$ cat config.mk
export PLATFORM = sky130hd
export DESIGN_NAME = lsu_mem_master_flat
export DESIGN_NICKNAME = d
export VERILOG_FILES = /design/src/rtl/lsu_pkg.sv /design/src/rtl/lsu_mem_master_if.sv /design/src/rtl/lsu_mem_master.sv /design/src/flat_wrapper.sv
export SDC_FILE = /design/constraint.sdc
export NUM_CORES = 1
export LEC_CHECK = 0
export BUFFER_PORTS_ARGS = -buffer_cell sky130_fd_sc_hd__clkbuf_2
export CAP_MARGIN = 40
export CELL_PAD_IN_SITES_DETAIL_PLACEMENT = 1
export CELL_PAD_IN_SITES_GLOBAL_PLACEMENT = 2
export CORE_ASPECT_RATIO = 0.7
export CORE_UTILIZATION = 28
export DETAILED_ROUTE_END_ITERATION = 8
export PLACE_DENSITY = 0.95
export SLEW_MARGIN = 20
export SYNTH_ARGS = -nofsm -noshare
export SYNTH_HDL_FRONTEND = slang
export SYNTH_SLANG_ARGS = --single-unit
$ cat constraint.sdc
create_clock -name clk -period 3.5 [get_ports clk]
set_input_delay 0.35 -clock clk [delete_from_list [all_inputs] [get_ports clk]]
set_output_delay 0.35 -clock clk [all_outputs]
set_load 0.01 [all_outputs]
$ cat src/rtl/lsu_pkg.sv
// Shared types and constants for the LDUR/STUR load/store initiator.
package lsu_pkg;

    typedef enum logic [1:0] {
        IDLE,
        WRITE,
        READ,
        RESP
    } lsu_state_e;

    // Byte address to 64-bit word index.
    localparam int unsigned WORD_SHIFT = 3;
    localparam int unsigned LAT_CNT_W  = 4;

endpackage

$ cat src/rtl/lsu_mem_master_if.sv
// Request/response handshake plus data-memory pins of the load/store initiator.
interface lsu_mem_master_if #(
    parameter int unsigned DATA_W = 64,
    parameter int unsigned ADDR_W = 64
);

    logic              req_valid;
    logic              req_ready;
    logic              req_is_store;
    logic [ADDR_W-1:0] req_addr;
    logic [DATA_W-1:0] req_wdata;

    logic              resp_valid;
    logic [DATA_W-1:0] resp_rdata;
    logic              resp_err;
    logic              busy;

    logic [ADDR_W-1:0] mem_addr;
    logic [DATA_W-1:0] mem_wdata;
    logic              mem_write;
    logic              mem_read;
    logic [DATA_W-1:0] mem_rdata;

    modport master (
        input  req_valid, req_is_store, req_addr, req_wdata, mem_rdata,
        output req_ready, resp_valid, resp_rdata, resp_err, busy,
        output mem_addr, mem_wdata, mem_write, mem_read
    );

    modport slave (
        output req_valid, req_is_store, req_addr, req_wdata, mem_rdata,
        input  req_ready, resp_valid, resp_rdata, resp_err, busy,
        input  mem_addr, mem_wdata, mem_write, mem_read
    );

endinterface

$ cat src/rtl/lsu_mem_master.sv
// Single-outstanding load/store initiator toward a word-indexed data memory.
// Define MISALIGN_CHECK_EN to reject addresses with req_addr[2:0] != 0.
module lsu_mem_master
    import lsu_pkg::*;
#(
    parameter int unsigned DATA_W  = 64,
    parameter int unsigned ADDR_W  = 64,
    parameter int unsigned MEMSIZE = 64,
    parameter int unsigned RD_LAT  = 1
) (
    input logic              clk,
    input logic              rst,
    lsu_mem_master_if.master bus
);

    localparam logic [LAT_CNT_W-1:0] LatInit = LAT_CNT_W'(RD_LAT);

    lsu_state_e           state_q, state_d;
    logic [ADDR_W-1:0]    addr_q, addr_d;
    logic [DATA_W-1:0]    wdata_q, wdata_d;
    logic [DATA_W-1:0]    rdata_q, rdata_d;
    logic                 err_q, err_d;
    logic [LAT_CNT_W-1:0] cnt_q, cnt_d;

    logic [ADDR_W-1:0] req_idx;
    logic              req_err;
    logic              ready;
    logic              accept;
    logic              wr_on;
    logic              rd_on;
    logic              resp_on;

    assign req_idx = bus.req_addr >> WORD_SHIFT;

`ifdef MISALIGN_CHECK_EN
    assign req_err = (req_idx >= ADDR_W'(MEMSIZE)) || (bus.req_addr[WORD_SHIFT-1:0] != '0);
`else
    assign req_err = req_idx >= ADDR_W'(MEMSIZE);
`endif

    assign ready  = (state_q == IDLE) && !rst;
    assign accept = bus.req_valid && ready;

    always_ff @(posedge clk) begin
        if (rst) begin
            state_q <= IDLE;
            addr_q  <= '0;
            wdata_q <= '0;
            rdata_q <= '0;
            err_q   <= 1'b0;
            cnt_q   <= '0;
        end else begin
            state_q <= state_d;
            addr_q  <= addr_d;
            wdata_q <= wdata_d;
            rdata_q <= rdata_d;
            err_q   <= err_d;
            cnt_q   <= cnt_d;
        end
    end

    always_comb begin
        state_d = state_q;
        addr_d  = addr_q;
        wdata_d = wdata_q;
        rdata_d = rdata_q;
        err_d   = err_q;
        cnt_d   = cnt_q;
        unique case (state_q)
            IDLE: begin
                if (accept) begin
                    addr_d  = req_idx;
                    wdata_d = bus.req_wdata;
                    rdata_d = '0;
                    err_d   = req_err;
                    cnt_d   = LatInit;
                    if (req_err) begin
                        state_d = RESP;
                    end else if (bus.req_is_store) begin
                        state_d = WRITE;
                    end else begin
                        state_d = READ;
                    end
                end
            end
            WRITE: state_d = RESP;
            READ: begin
                // Last READ cycle: sample memory data as the FSM leaves.
                if (cnt_q <= LAT_CNT_W'(1)) begin
                    rdata_d = bus.mem_rdata;
                    state_d = RESP;
                end else begin
                    cnt_d = cnt_q - LAT_CNT_W'(1);
                end
            end
            RESP: begin
                err_d   = 1'b0;
                state_d = IDLE;
            end
            default: state_d = IDLE;
        endcase
    end

    // Outputs are forced low while rst is held, not just after the reset edge.
    assign wr_on   = !rst && (state_q == WRITE);
    assign rd_on   = !rst && (state_q == READ);
    assign resp_on = !rst && (state_q == RESP);

    assign bus.req_ready  = ready;
    assign bus.busy       = !rst && (state_q != IDLE);
    assign bus.mem_write  = wr_on;
    assign bus.mem_read   = rd_on;
    assign bus.mem_addr   = (wr_on || rd_on) ? addr_q : '0;
    assign bus.mem_wdata  = wr_on ? wdata_q : '0;
    assign bus.resp_valid = resp_on;
    assign bus.resp_err   = resp_on && err_q;
    assign bus.resp_rdata = resp_on ? rdata_q : '0;

endmodule
$ cat src/flat_wrapper.sv
// flat-port wrapper written by rule: the top's interface ports become plain ports
module lsu_mem_master_flat import lsu_pkg::*;
#(
    parameter int unsigned DATA_W  = 64,
    parameter int unsigned ADDR_W  = 64,
    parameter int unsigned MEMSIZE = 64,
    parameter int unsigned RD_LAT  = 1
)
  (clk, rst, bus_req_valid, bus_req_is_store, bus_req_addr, bus_req_wdata, bus_mem_rdata, bus_req_ready, bus_resp_valid, bus_resp_rdata, bus_resp_err, bus_busy, bus_mem_addr, bus_mem_wdata, bus_mem_write, bus_mem_read);
  lsu_mem_master_if #(.DATA_W(DATA_W), .ADDR_W(ADDR_W)) bus_i ();
  input logic clk;
  input logic rst;
  input wire logic [$bits(bus_i.req_valid)-1:0] bus_req_valid;
  input wire logic [$bits(bus_i.req_is_store)-1:0] bus_req_is_store;
  input wire logic [$bits(bus_i.req_addr)-1:0] bus_req_addr;
  input wire logic [$bits(bus_i.req_wdata)-1:0] bus_req_wdata;
  input wire logic [$bits(bus_i.mem_rdata)-1:0] bus_mem_rdata;
  output wire logic [$bits(bus_i.req_ready)-1:0] bus_req_ready;
  output wire logic [$bits(bus_i.resp_valid)-1:0] bus_resp_valid;
  output wire logic [$bits(bus_i.resp_rdata)-1:0] bus_resp_rdata;
  output wire logic [$bits(bus_i.resp_err)-1:0] bus_resp_err;
  output wire logic [$bits(bus_i.busy)-1:0] bus_busy;
  output wire logic [$bits(bus_i.mem_addr)-1:0] bus_mem_addr;
  output wire logic [$bits(bus_i.mem_wdata)-1:0] bus_mem_wdata;
  output wire logic [$bits(bus_i.mem_write)-1:0] bus_mem_write;
  output wire logic [$bits(bus_i.mem_read)-1:0] bus_mem_read;
  assign bus_i.req_valid = bus_req_valid;
  assign bus_i.req_is_store = bus_req_is_store;
  assign bus_i.req_addr = bus_req_addr;
  assign bus_i.req_wdata = bus_req_wdata;
  assign bus_i.mem_rdata = bus_mem_rdata;
  assign bus_req_ready = bus_i.req_ready;
  assign bus_resp_valid = bus_i.resp_valid;
  assign bus_resp_rdata = bus_i.resp_rdata;
  assign bus_resp_err = bus_i.resp_err;
  assign bus_busy = bus_i.busy;
  assign bus_mem_addr = bus_i.mem_addr;
  assign bus_mem_wdata = bus_i.mem_wdata;
  assign bus_mem_write = bus_i.mem_write;
  assign bus_mem_read = bus_i.mem_read;
  lsu_mem_master #(.DATA_W(DATA_W), .ADDR_W(ADDR_W), .MEMSIZE(MEMSIZE), .RD_LAT(RD_LAT)) u_core (.clk(clk), .rst(rst), .bus(bus_i));
endmodule
# Word level (Yosys, flattened, before mapping)
# Index checks and enable logic that the tools add are counted.
[op_classes]
mux = 16
n_reduce_logical = 18
order_cmp = 2
add_sub_neg = 1
n_eq_ne = 6
[ops]
columns = ["cell", "count"]
rows = [
  ["$mux W64", 4],
  ["$pmux W64 S2", 1],
  ["$ge A61 B7 Y1 const B", 1],
  ["$mux W61", 1],
  ["$mux W2", 4],
  ["$mux W4", 2],
  ["$pmux W2 S4", 1],
  ["$pmux W4 S2", 1],
  ["$logic_and A1 B1 Y1", 7],
  ["$reduce_and A2 Y1", 3],
  ["$reduce_and A3 Y1", 2],
  ["$reduce_bool A2 Y1", 3],
  ["$eq A2 B2 Y1 const B", 2],
  ["$le A4 B1 Y1 const B", 1],
  ["$ne A2 B1 Y1 const B", 2],
  ["$sub A4 B1 Y4 const B", 1],
  ["$eq A2 B1 Y1 const B", 1],
  ["$logic_not A2 Y1", 1],
  ["$ne A2 B2 Y1 const B", 1],
  ["$pmux W1 S2", 1],
  ["$logic_not A1 Y1", 1],
  ["$logic_or A1 B1 Y1", 1],
  ["$mux W1", 1],
]
[word_totals]
register_bits = 196
word_cells = 49
input_bits = 196

# Logic depth before layout (Yosys ltp)
# Gate-level depths: netlist of the first run.
[logic_depth]
word_depth = 5
mapped_depth = 8
mapped_depth_nobuf = 7

# Worst setup path before layout of the first run
# No wires, ideal clock.
[synth_timing]
kind = "register to output"
startpoint = "register u_core.state_q[0]"
endpoint = "output bus_mem_addr[0]"
stages_incl_launch_ff = 8
required_ns = 3.150
t_arrival_ns = 1.421
setup_slack_ns = 1.729
cell_sequence = "dfxtp_1 inv_1 ha_1 inv_2 nor2_2 nor2_2 clkbuf_1 nor2b_1"
[synth_via]
elab_chain_cells = 4
word_cells_on_any_way = 6
classes_between = "2 x eq/ne; 1 x mux; 3 x reduce/logical"
[synth_lines]
columns = ["item", "line_no", "source"]
rows = [
  ["start, declared", "lsu_mem_master.sv:18", "lsu_state_e state_q, state_d;"],
  ["start signal, assigned", "lsu_mem_master.sv:53", "state_q <= state_d;"],
  ["$eq A2 B2 Y1", "lsu_mem_master.sv:106", "assign rd_on = !rst && (state_q == READ);"],
  ["$logic_and A1 B1 Y1", "lsu_mem_master.sv:106", ""],
  ["named net bus_mem_read", "flat_wrapper.sv:26", "output wire logic [$bits(bus_i.mem_read)-1:0] bus_mem_read;"],
  ["$logic_or A1 B1 Y1", "lsu_mem_master.sv:113", "assign bus.mem_addr = (wr_on || rd_on) ? addr_q : '0;"],
  ["$mux W61", "lsu_mem_master.sv:113", ""],
  ["end, declared", "flat_wrapper.sv:23", "output wire logic [$bits(bus_i.mem_addr)-1:0] bus_mem_addr;"],
]
# The timed path passes the listed nets, and every way through them passes these cells.

# Final worst setup path of the first run
[layout_timing]
startpoint = "register u_core.state_q[0]"
endpoint = "output bus_mem_addr[11]"
[layout_via]
elab_chain_cells = 4
word_cells_on_any_way = 6
classes_between = "2 x eq/ne; 1 x mux; 3 x reduce/logical"
[layout_lines]
columns = ["item", "line_no"]
rows = [
  ["$eq A2 B1 Y1 / $eq A2 B2 Y1 (equally long branches)", "lsu_mem_master.sv:105, lsu_mem_master.sv:106"],
  ["$logic_and A1 B1 Y1 (on tied branches)", "lsu_mem_master.sv:105, lsu_mem_master.sv:106"],
  ["$logic_or A1 B1 Y1 *", "lsu_mem_master.sv:113"],
  ["$mux W61 *", "lsu_mem_master.sv:113"],
]
# Every way passes the cells marked *; elsewhere a longest branch is shown, timed or not.

==> flow_metrics.py, run 1 <==
metrics = {
    "drt": {
        "drc_errors": 0,
        "routed_wl_um": 28680,
        "vias": 8011,
        "drtAntennaViolNets": 0,
        "drt_iter0_drc": 352,
        "wl_per_cell_um": 16.47,
        "via_per_inst": 4.599,
        "first_pass_iters": 4,
    },
    "yosys": {
        "synth_fa_ha_area_frac": 0.008840,
        "ys_seq_area_frac": 0.4621,
        "synthDistinctLibCells": 38,
        "yosysWarnings": 0,
        "syn_inst": 979,
        "syn_area_per_cell_um2": 8.674,
        "synthXorXnorAreaFrac": 0.002063,
        "ys_ff_latch": 196,
        "synthMuxAreaShare": 0,
        "synthSimpleGateAreaFrac": 0.3902,
        "synth_area_um2": 8492,
        "synth_top_family_by_area": "simple AND/OR/NAND/NOR gates",
        "yosys.area.top_type": "dfxtp_1",
        "synth_compound_area_frac": 0.08236,
        "netlist.area_leader.share": 0.4621,
        "ys_top_cells_by_area": "dfxtp_1 46%, nand2_1 11%, nand3b_1 11%",
    },
    "power_and_ir_drop": {
        "power_frac_comb": 0.246,
        "switchingPower_mw": 2.130,
        "swShare": 0.3239,
        "intPower_mw": 4.446,
        "power.leakage_nw": 5.596,
        "p_per_area_nw_per_um2": 583.3,
        "seq_power_share": 0.438,
        "p_clk_frac": 0.316,
        "vdd_drop_max_mv": 0.3147,
    },
    "timing": {
        "hold_viol_final": 0,
        "finalClockSkew_ps": 11.49,
        "setup_viol": 0,
        "whs_ps": 83.73,
        "period_minus_slack_ps": 2826,
        "fmax_mhz": 353.8,
        "period_share": 0.8075,
        "slew_headroom": 0.5016,
        "rsz0062_at_grt": "false",
        "final.setup.tns_ps": 0,
        "finalMaxSlewViolations": 0,
        "setup_ws_ps": 673.8,
        "worst_pin_slew_ps": 747.6,
    },
    "setup_path": {
        "cp-start-kind": "flop",
        "end_kind": "primary output",
        "r2r_slack_ps": 1300,
        "critPathKind": "flop to primary output",
        "timing.critical_path.buf_inv": 4,
        "slowest_stage": "nor2_4",
        "crit_family": "buffers and inverters",
        "cpPeakStageDelay_ps": 530,
        "critPathArrivalTime_ps": 2480,
        "cp_cell_sequence": "inv_1 > ha_1 > inv_2 > nor2_2 > nor2_4 > buf_4 > nor2b_1 > clkbuf_2",
        "critPathRequiredTime_ps": 3150,
        "crit_path_max_fanout": 24,
    },
    "cells_and_area": {
        "layout-drive-gt1-share": 0.3301,
        "seq_area_um2": 3924,
        "multi_input_area_um2": 4149,
        "nNetsFinal": 1525,
        "layout_common_cells": "386 x clkbuf_2, 255 x nand2_1, 196 x dfxtp_1",
        "fin_area_um2": 11270,
        "final_common_cell": "clkbuf_2",
        "fillerInstances": 3563,
        "areaGrowthSynthToFinish_pct": 32.74,
    },
    "global_routing": {
        "busiest_layer": "met2",
        "antenna_found_initial": 3,
        "globalRouteTotalUtil": 0.1828,
        "grt_max_degree": 128,
        "grt_first_pass_wirelength_um": 44620,
        "globalRouteMet3Util": 0.07287,
        "overflow": 0,
        "grtUsageMet1": 0.2221,
        "grt_use_met2": 0.2949,
        "grt_pass1_vias": 8211,
    },
    "floorplanning": {
        "io_pins": 394,
        "die_w_um": 210.2,
        "fp.dieH_um": 147.7,
        "row_count": 52,
        "initial_core_util": 0.2894,
        "core_area_um2": 29340,
        "dieArea_um2": 31040,
    },
    "worst_hold_path": {
        "hold_path_class": "input pin to flop",
    },
    "clock_network": {
        "cts_setup_buffers": 0,
        "clkSlewWorstSetupHoldPaths_ps": 70,
        "cts_tree": "yes",
        "clk_latency_ps": 450,
        "ctsRootBufferMaster": "clkbuf_16",
        "post_cts_resized": 0,
        "clk_path_buf_depth": 2,
        "cts_sinks": 196,
        "htreeDepth": 4,
        "cts_hold_buf": 0,
        "cts_buffers": 17,
    },
    "placement": {
        "placed_area_um2": 10660,
        "place_congestion": 0.8014,
        "io_buffers": 387,
        "dp_hpwl_um": 19760,
        "post-place-ws_ps": 1096,
    },
    "outcome": {
        "status": "completed",
    },
    "run": {
        "cap_violations": 0,
    },
}
-- cell type report --
| cell class | count | share of cell area |
|---|---|---|
| Inverter | 7 | 0.002331 |
| Sequential cell | 196 | 0.3481 |
| Clock inverter | 11 | 0.01299 |
| Antenna cell | 1 | 0.0002220 |
| Multi-Input combinational cell | 700 | 0.3681 |
| Clock buffer | 21 | 0.04085 |
| Tap cell | 405 | 0.04495 |
| Timing Repair Buffer | 401 | 0.1825 |
-- final timing paths --
check | from | endpoint | cells past startpoint
max | u_core.state_q[0]$_SDFFE_PP0P_ | bus_mem_addr[11] | 8
min | bus_req_wdata[41] | u_core.wdata_q[41]$_SDFFE_PP0P_ | 3
max reg2reg | u_core.state_q[0]$_SDFFE_PP0P_ | u_core.rdata_q[21]$_SDFFE_PP0P_ | 7
min reg2reg | u_core.rdata_q[24]$_SDFFE_PP0P_ | u_core.rdata_q[24]$_SDFFE_PP0P_ | 1
-- layer usage --
| metal | share of wire | wire length, um |
|---|---|---|
| met5 | 0.00056 | 16 |
| met4 | 0.015 | 433 |
| met3 | 0.090 | 2579 |
| met2 | 0.46 | 13100 |
| met1 | 0.44 | 12550 |
-- stage by stage --
stage,std cells,total power [mW],utilization
after floorplan,981,3.976,-
after global placement,1709,4.494,0.3634
after detailed placement,1709,4.566,0.3634
after CTS,1741,6.687,0.3841
after global routing,1742,6.978,0.3841
final,1742,6.576,0.3841
-- worst reg2reg max path, delay by kind of cell (launching register included) --
family,cells,cell delay [ps]
buffers and inverters,2,650
and+or+nand+nor,1,210
adders and majority gates,1,300
DFF,1,390
AOI/OAI and AO/OA,3,590
-- Yosys cell counts, drive strengths merged --
master,n
and2,130
and4,1
or3,1
nor2b,63
a22o,64
o221a,2
and3,1
xor2,2
dfxtp,196
clkbuf,35
nand2b,1
nor3,3
nand2,255
ha,6
o211ai,2
o21a,1
buf,43
conb,1
nor2,10
o31a,1
inv,7
nand4,3
a311oi,2
nand3,1
o31ai,1
o21bai,1
nand3b,126
nor4,13
o21ai,3
a21oi,4
-- state kept, by name, summed over array words and instances, names as in the netlist --
register	flops
u_core.rdata_q	64
u_core.err_q	1
u_core.cnt_q	4
u_core.addr_q	61
u_core.wdata_q	64
u_core.state_q	2
-- power groups by stage --
stage                     clock [mW]  sequential [mW]  combinational [mW]
after floorplan                    0             2.84                1.13
after global placement             0             2.90                1.59
after detailed placement           0             2.92                1.64
after CTS                       2.15             2.88                1.66
after global routing            2.24             2.93                1.81
final                           2.08             2.88                1.62
-- logic make-up (layout without fill, tap and decap cells) --
group	count (synthesis)	count (layout)
flops	196	196
other cells	1	4
simple gates	608	608
buf+inv	85	440
xor+xnor	2	2
compound gates	81	81
fa+ha+maj	6	6
(Power assumes the default switching activity.)
==> run 2: changes to the inputs <==
--- a/config.mk
+++ b/config.mk
@@ -10,9 +10,9 @@
 export CELL_PAD_IN_SITES_DETAIL_PLACEMENT = 1
 export CELL_PAD_IN_SITES_GLOBAL_PLACEMENT = 2
 export CORE_ASPECT_RATIO = 0.7
-export CORE_UTILIZATION = 28
+export CORE_UTILIZATION = 26
 export DETAILED_ROUTE_END_ITERATION = 8
-export PLACE_DENSITY = 0.95
+export PLACE_DENSITY = 0.9
 export SLEW_MARGIN = 20
 export SYNTH_ARGS = -nofsm -noshare
 export SYNTH_HDL_FRONTEND = slang
==> constraint.sdc (replaced) <==
create_clock -name clk -period 2.81 [get_ports clk]
set_input_delay 0.281 -clock clk [delete_from_list [all_inputs] [get_ports clk]]
set_output_delay 0.281 -clock clk [all_outputs]
set_load 0.01 [all_outputs]
==> run 2 against run 1 <==
Compared with the run above: die area increased by 7.6%; setup slack got worse by 320 ps; routed wire length increased by 2.5%; largest power group unchanged.
==> flow_metrics.py, run 2 (same netlist as run 1, synthesis figures left out) <==
metrics = {
    "outcome": {
        "status": "completed",
    },
    "timing": {
        "whs_ps": 35.91,
        "hold_viol_final": 0,
        "final.setup.tns_ps": 0,
        "rsz0062_at_grt": "false",
        "finalClockSkew_ps": 11.75,
        "period_minus_slack_ps": 2454,
        "slew_headroom": 0.4936,
        "finalMaxSlewViolations": 0,
        "setup_viol": 0,
        "fmax_mhz": 407.6,
        "period_share": 0.8732,
        "worst_pin_slew_ps": 759.6,
    },
    "drt": {
        "routed_wl_um": 29400,
        "first_pass_iters": 4,
        "drc_errors": 0,
        "wl_per_cell_um": 16.22,
        "vias": 8225,
        "drtAntennaViolNets": 0,
        "via_per_inst": 4.539,
        "drt_iter0_drc": 313,
    },
    "clock_network": {
        "cts_hold_buf": 59,
        "cts_tree": "yes",
        "ctsRootBufferMaster": "clkbuf_16",
        "cts_sinks": 196,
        "clk_path_buf_depth": 2,
        "cts_setup_buffers": 0,
        "clkSlewWorstSetupHoldPaths_ps": 80,
        "clk_latency_ps": 440,
        "htreeDepth": 4,
        "post_cts_resized": 0,
        "cts_buffers": 17,
    },
    "global_routing": {
        "grt_first_pass_wirelength_um": 46620,
        "overflow": 0,
        "antenna_found_initial": 2,
        "grt_pass1_vias": 8728,
        "globalRouteTotalUtil": 0.1759,
        "grt_max_degree": 99,
    },
    "setup_path": {
        "end_kind": "primary output",
        "cp-start-kind": "flop",
        "crit_path_max_fanout": 61,
        "critPathArrivalTime_ps": 2170,
        "r2r_slack_ps": 610,
        "critPathRequiredTime_ps": 2530,
        "critPathKind": "flop to primary output",
    },
    "power_and_ir_drop": {
        "power_frac_comb": 0.259,
        "p_clk_frac": 0.302,
        "intPower_mw": 5.440,
        "p_total_mw": 8.163,
        "vdd_drop_max_mv": 0.3492,
        "switchingPower_mw": 2.723,
        "seq_power_share": 0.439,
        "swShare": 0.3336,
        "p_per_area_nw_per_um2": 685.8,
        "power.leakage_nw": 5.842,
    },
    "cells_and_area": {
        "final_cells": 1812,
        "seq_area_um2": 3924,
        "reg_top3": "u_core.rdata_q: 64 flops, u_core.wdata_q: 64 flops, u_core.addr_q: 61 flops",
        "fillerInstances": 3834,
        "final_common_cell": "clkbuf_2",
        "layout-drive-gt1-share": 0.3161,
        "nNetsFinal": 1581,
        "antenna_cells": 0,
        "multi_input_area_um2": 4149,
        "areaGrowthSynthToFinish_pct": 40.17,
        "layout_common_cells": "386 x clkbuf_2, 255 x nand2_1, 196 x dfxtp_1",
        "fin_area_um2": 11900,
    },
    "worst_hold_path": {
        "hold_path_class": "input pin to flop",
    },
    "floorplanning": {
        "die_w_um": 218.0,
        "io_pins": 394,
        "initial_core_util": 0.2686,
        "dieArea_um2": 33400,
        "fp.dieH_um": 153.2,
        "row_count": 54,
        "core_area_um2": 31620,
    },
    "placement": {
        "placed_area_um2": 10730,
        "place_congestion": 0.7976,
        "dp_hpwl_um": 19650,
        "dpl.cell_count": 1721,
        "io_buffers": 387,
    },
    "run": {
        "cap_violations": 0,
    },
}
[run 2: cell types whose count changed in the layout (fill, tap and decap cells not counted), moves of 2 or more]
cell	previous run	this run
inv_8	0	4
buf_4	14	6
clkbuf_1	2	0
buf_12	1	5
dlygate4sd3_1	0	59
clkinv_4	0	3
bufinv_16	3	1
[run 2: final timing paths]
path                                    from                              end  depth (start not counted)
max           u_core.state_q[0]$_SDFFE_PP0P_                  bus_mem_addr[7]                          8
min                        bus_req_wdata[57]  u_core.wdata_q[57]$_SDFFE_PP0P_                          3
max reg2reg   u_core.state_q[0]$_SDFFE_PP0P_  u_core.rdata_q[18]$_SDFFE_PP0P_                          6
min reg2reg  u_core.wdata_q[13]$_SDFFE_PP0P_  u_core.wdata_q[13]$_SDFFE_PP0P_                          2
[run 2: stage by stage]
| stage | utilization | setup slack (ps) |
|---|---|---|
| after floorplan | - | 1108 |
| after global placement | 0.3384 | 595.1 |
| after detailed placement | 0.3393 | 627.2 |
| after CTS | 0.3764 | 282.2 |
| after global routing | 0.3764 | 137.8 |
| final | 0.3764 | 356.4 |
[run 2: power groups by stage]
stage | combinational (mW) | sequential, mW | clock, mW
after floorplan | 1.41 | 3.54 | 0
after global placement | 2.00 | 3.61 | 0
after detailed placement | 2.06 | 3.64 | 0
after CTS | 2.15 | 3.58 | 2.59
after global routing | 2.36 | 3.64 | 2.70
final | 2.11 | 3.58 | 2.47
[run 2: layout make-up]
class	count	share of cell area
inverter	7	0.002207
timing repair buffer	457	0.2264
sequential	196	0.3297
tap	420	0.04415
clock buffer	18	0.03690
clock inverter	14	0.01209
multi-input combinational	700	0.3486
[run 2: critical path, cell delays in order, from the launching register on]
cell and delay, ps:
dfxtp_1 350, inv_1 90, ha_1 330, inv_2 80
nor2_2 240, nor2_4 60, buf_12 190, nor2b_1 180
clkbuf_2 170
[run 2: metal layers]
layer,wire length [um],GRT usage,vias to the layer above
li1,-,-,4017
met4,535,0.05528,0
met3,2247,0.06189,32
met5,0,0,-
met1,12810,0.2073,3923
met2,13800,0.2969,253
